$ cat src/rtl/fifo_sync_param.sv
// rtl/fifo_sync_param.sv - parametrised single-clock FIFO with level, thresholds and sticky error flags
module fifo_sync_param #(
   parameter int DATA_WIDTH = 32,
   parameter int ADDR_WIDTH = 3,
   parameter int AF_LEVEL   = 6,
   parameter int AE_LEVEL   = 2
) (
   input  logic                  Clk,
   input  logic                  Rst,
   input  logic                  EN,
   input  logic                  WR,
   input  logic [DATA_WIDTH-1:0] dataIn,
   input  logic                  RD,
   output logic [DATA_WIDTH-1:0] dataOut,
   output logic                  VALID,
   output logic                  EMPTY,
   output logic                  FULL,
   output logic                  ALMOST_EMPTY,
   output logic                  ALMOST_FULL,
   output logic [ADDR_WIDTH:0]   level,
   output logic                  OVERFLOW,
   output logic                  UNDERFLOW
);

   localparam int DEPTH = 1 << ADDR_WIDTH;
   localparam logic [ADDR_WIDTH:0]   LVL_FULL = {1'b1, {ADDR_WIDTH{1'b0}}};
   localparam logic [ADDR_WIDTH:0]   LVL_ONE  = {{ADDR_WIDTH{1'b0}}, 1'b1};
   localparam logic [ADDR_WIDTH-1:0] PTR_ONE  = {{(ADDR_WIDTH-1){1'b0}}, 1'b1};
   localparam logic [ADDR_WIDTH:0]   AF_LVL   = AF_LEVEL[ADDR_WIDTH:0];
   localparam logic [ADDR_WIDTH:0]   AE_LVL   = AE_LEVEL[ADDR_WIDTH:0];

   logic [DATA_WIDTH-1:0] mem_q [DEPTH];
   logic [ADDR_WIDTH-1:0] wr_ptr_q, wr_ptr_d;
   logic [ADDR_WIDTH-1:0] rd_ptr_q, rd_ptr_d;
   logic [ADDR_WIDTH:0]   level_q, level_d;
   logic [DATA_WIDTH-1:0] dout_q, dout_d;
   logic                  valid_q, valid_d;
   logic                  ovf_q, ovf_d;
   logic                  udf_q, udf_d;
   logic                  empty, full, wr_acc, rd_acc;

   assign empty  = (level_q == '0);
   assign full   = (level_q == LVL_FULL);
   // Accept decisions use the registered level only, so a read never sees a same-cycle write.
   assign wr_acc = EN & WR & ~full;
   assign rd_acc = EN & RD & ~empty;

   always_comb begin
      wr_ptr_d = wr_ptr_q;
      rd_ptr_d = rd_ptr_q;
      level_d  = level_q;
      dout_d   = dout_q;
      valid_d  = rd_acc;
      ovf_d    = ovf_q | (EN & WR & full);
      udf_d    = udf_q | (EN & RD & empty);
      if (wr_acc) wr_ptr_d = wr_ptr_q + PTR_ONE;
      if (rd_acc) begin
         rd_ptr_d = rd_ptr_q + PTR_ONE;
         dout_d   = mem_q[rd_ptr_q];
      end
      case ({wr_acc, rd_acc})
         2'b10:   level_d = level_q + LVL_ONE;
         2'b01:   level_d = level_q - LVL_ONE;
         default: level_d = level_q;
      endcase
   end

   always_ff @(posedge Clk) begin
      if (Rst) begin
         wr_ptr_q <= '0;
         rd_ptr_q <= '0;
         level_q  <= '0;
         dout_q   <= '0;
         valid_q  <= 1'b0;
         ovf_q    <= 1'b0;
         udf_q    <= 1'b0;
      end else begin
         wr_ptr_q <= wr_ptr_d;
         rd_ptr_q <= rd_ptr_d;
         level_q  <= level_d;
         dout_q   <= dout_d;
         valid_q  <= valid_d;
         ovf_q    <= ovf_d;
         udf_q    <= udf_d;
      end
   end

   // Storage carries no reset; stale words are unreachable once the pointers clear.
   always_ff @(posedge Clk) begin
      if (!Rst && wr_acc) mem_q[wr_ptr_q] <= dataIn;
   end

   assign dataOut      = dout_q;
   assign VALID        = valid_q;
   assign EMPTY        = empty;
   assign FULL         = full;
   assign ALMOST_EMPTY = (level_q <= AE_LVL);
   assign ALMOST_FULL  = (level_q >= AF_LVL);
   assign level        = level_q;
   assign OVERFLOW     = ovf_q;
   assign UNDERFLOW    = udf_q;

endmodule

$ cat config.mk
export PLATFORM = sky130hd
export DESIGN_NAME = fifo_sync_param
export DESIGN_NICKNAME = d
export VERILOG_FILES = /design/src/rtl/fifo_sync_param.sv
export SDC_FILE = /design/constraint.sdc
export NUM_CORES = 1
export LEC_CHECK = 0
export BUFFER_PORTS_ARGS = -buffer_cell sky130_fd_sc_hd__buf_2
export CORE_MARGIN = 3
export CORE_UTILIZATION = 30
export CTS_CLUSTER_DIAMETER = 50
export CTS_CLUSTER_SIZE = 28
export DETAILED_ROUTE_END_ITERATION = 8
export PLACE_DENSITY = 0.43
export SYNTH_ARGS = -nofsm -noshare
export SYNTH_HDL_FRONTEND = slang
export SYNTH_SLANG_ARGS = --single-unit
$ cat constraint.sdc
create_clock -name Clk -period 5.5 [get_ports Clk]
set_input_delay 0.55 -clock Clk [delete_from_list [all_inputs] [get_ports Clk]]
set_output_delay 0.55 -clock Clk [all_outputs]
set_load 0.02 [all_outputs]
==> impl_metrics.env <==
export IMPL_min_path_type="input pin to flip-flop"
export IMPL_post_cts_resized=0
export IMPL_vias_per_cell=4.81
export IMPL_power_switching_mw=1.16
export IMPL_placed_cell_area_um2=12200
export IMPL_area_delta_synth_final_pct=17.8
export IMPL_hold_buffers=0
export IMPL_clk_pin_slew_ps=70
export IMPL_rsz0062_at_grt="false"
export IMPL_seqPwrFrac_pct=51.0
export IMPL_cts_tree="built"
export IMPL_endpoint_kind="flip-flop"
export IMPL_maxCapViolations=0
export IMPL_p_leak_nw=4.29
export IMPL_yosysSeqAreaShare_pct=76.3
export IMPL_die_h_um=200
export IMPL_critPathTopFamily="simple AND/OR/NAND/NOR gates"
export IMPL_ant_nets=0
export IMPL_cts_buffers=31
export IMPL_grt_pass1_wl_um=37500
export IMPL_grt_pass1_vias=5852
export IMPL_place_congestion=0.694
export IMPL_start_util_pct=30.6
export IMPL_synth_nets=605
export IMPL_clock_skew_ps=14.0
export IMPL_htree_levels=1
export IMPL_whs_ps=262
export IMPL_ios=80
export IMPL_cp_slowest_stage_delay_ps=590
export IMPL_required_ps=5970
export IMPL_final_max_slew_violation_count=0
export IMPL_p_sw_share_pct=23.1
export IMPL_p_per_area_nw_per_um2=380
export IMPL_hold_viol_final=0
export IMPL_crit_chain="or4_4, and2_4, ha_1, xor2_1, ha_1, a21oi_1, xor2_1, or3_1, a21oi_1"
export IMPL_overflow=0
export IMPL_crit_fanout=37
export IMPL_clk_path_buf_depth=3
export IMPL_fp_dieW_um=200
export IMPL_drc=0
export IMPL_tns_ps=0
export IMPL_critPathKind="flip-flop to flip-flop"
export IMPL_finalCoreUtilization_pct=36.0
export IMPL_total_power_mw=5.04
export IMPL_internal_power_mw=3.88
export IMPL_cp_data_arrival_time_ps=3290
export IMPL_worst_path_buf_inv=0
export IMPL_port_buffers=79
export IMPL_clkPwrFrac_pct=42.7
export IMPL_clock_sinks=301
export IMPL_setup_viol=0
export IMPL_fmax_mhz=355
export IMPL_fin_area_um2=13300
export IMPL_drive_above_1_share_pct=35.5
export IMPL_ys_types=43
export IMPL_status="complete, no violations"
export IMPL_finalWirelength_um=25100
export IMPL_ir_worst_vdd_v=0.000198
export IMPL_synth_avg_cell_area_um2=20.0
export IMPL_fin_cells=1150
export IMPL_worst_slew_pin_slew_ps=1220
export IMPL_synthCells=563
export IMPL_start_kind="flip-flop"
export IMPL_diodes=0
export IMPL_final_nets=700
export IMPL_drtIter0Drc=346
export IMPL_core_area_um2=36800
export IMPL_synth_seq_cells=301
export IMPL_min_period_ps=2820
export IMPL_slowest_stage="or4_4"
export IMPL_fin_ws_ps=2680
export IMPL_wire_per_inst_um=21.9
export IMPL_cts_setup_buffers=0
export IMPL_dieArea_um2=39900
export IMPL_dr_pass1_iters=4
export IMPL_hpwl_um=13400
export IMPL_synth_area_um2=11300
export IMPL_routed_via_count=5532
export IMPL_cts_root_buf="clkbuf_16"
export IMPL_grt_antenna_before_repair=1
export IMPL_dp_slack_ps=2570
export IMPL_rows=70
export IMPL_maxSlewHeadroom_pct=18.7
export IMPL_grt_usage_pct=12.6
export IMPL_yosysWarnings=0
export IMPL_grt_start_max_net_pins=67
export IMPL_worstSkewPairLatency_ps=550
export IMPL_finalCritPeriodShare_pct=51.3
export IMPL_dp_cells=1093
export IMPL_combPwrFrac_pct=6.3
## registers in the layout, summed over array words and instances (netlist names)
signal / cells
mem_q: 256
dataOut: 32
level: 4
rd_ptr_q: 3
wr_ptr_q: 3
OVERFLOW: 1
UNDERFLOW: 1
VALID: 1
## cells in the final DEF, fill, tap and decap left out, drive strengths merged, types with 2 or more instances in the layout
master,n
nor2,50
bufinv,3
and2,2
nand3,4
buf,92
dfxtp,45
clkinv,11
o22ai,32
mux2i,3
edfxtp,256
clkinvlp,4
a21oi,4
nor3,34
clkbuf,34
inv,8
mux4,64
or3,2
o21ai,3
nor2b,2
nand2,3
ha,5
nand3b,2
xnor2,2
nor4b,2
xor2,4
## layer usage
layer  vias up  share of wire (%)  global-route usage [%]
met2       116                 47                    20.4
met1      2877                 46                    18.0
met4         2                2.0                    3.05
li1       2488                  -                       -
met3        49                4.6                    1.92
met5         -              0.052                       0
## worst reg2reg max path: stages, from the launching register on
cell,delay [ps]
dfxtp_1,400
or4_4,600
and2_4,360
ha_1,350
xor2_1,160
ha_1,190
a21oi_1,150
xor2_1,90
or3_1,310
a21oi_1,140
## layout make-up
| cell class | instances | area (um^2) |
|---|---|---|
| Fill cell | 3441 | 23500 |
| Sequential cell | 301 | 8600 |
| Multi-Input combinational cell | 229 | 2490 |
| Clock buffer | 34 | 797 |
| Tap cell | 468 | 586 |
| Timing Repair Buffer | 92 | 493 |
| Clock inverter | 23 | 284 |
| Inverter | 3 | 11.3 |
## logic make-up (layout without fill, tap and decap cells)
family / Yosys count / count (layout) / synth area share [%]
AOI/OAI and AO/OA: 43 / 43 / 2.36
xor gates and xnor gates: 6 / 6 / 0.467
and+or+nand+nor: 107 / 107 / 5.15
muxes: 68 / 68 / 13.2
adders and majority gates: 5 / 5 / 0.556
DFF: 301 / 301 / 76.3
buffers and inverters: 33 / 152 / 1.97
## power groups by stage
stage	registers (mW)	logic (mW)	clock network, mW
6_report	2.57	0.316	2.15
5_1_grt	2.58	0.345	2.30
4_1_cts	2.57	0.322	2.22
3_5_place_dp	2.62	0.321	0
3_3_place_gp	2.62	0.314	0
2_1_floorplan	2.62	0.208	0
## worst paths after layout
path                            cells after the start       start           end  slack [ps]
worst min-delay path                                1  dataIn[23]  mem_q[3][23]         260
worst max register to register                      9    level[0]      level[2]        2680
worst max-delay path                                9    level[0]      level[2]        2680
worst min register to register                      2    OVERFLOW      OVERFLOW         490
## Yosys cell counts (all sizes together)
library cell	count	area share (%)
edfxtp	256	68
mux4	64	13
nor2	50	1.8
dfxtp	45	8.0
nor3	34	1.8
o22ai	32	1.8
buf	22	1.6
clkbuf	8	0.27
ha	5	0.56
a21oi	4	0.18
nand3	4	0.27
xor2	4	0.31
inv	3	0.10
mux2i	3	0.27
nand2	3	0.10
o21ai	3	0.13
and2	2	0.14
nand3b	2	0.17
nor2b	2	0.11
nor4b	2	0.21
or3	2	0.11
xnor2	2	0.16
a211oi	1	0.067
a21o	1	0.078
a31oi	1	0.056
and3	1	0.056
and4bb	1	0.11
mux2	1	0.10
nand4	1	0.056
nand4b	1	0.078
nor4	1	0.056
o211ai	1	0.067
or4	1	0.10
Note: power is estimated with default switching activity, not from simulation.
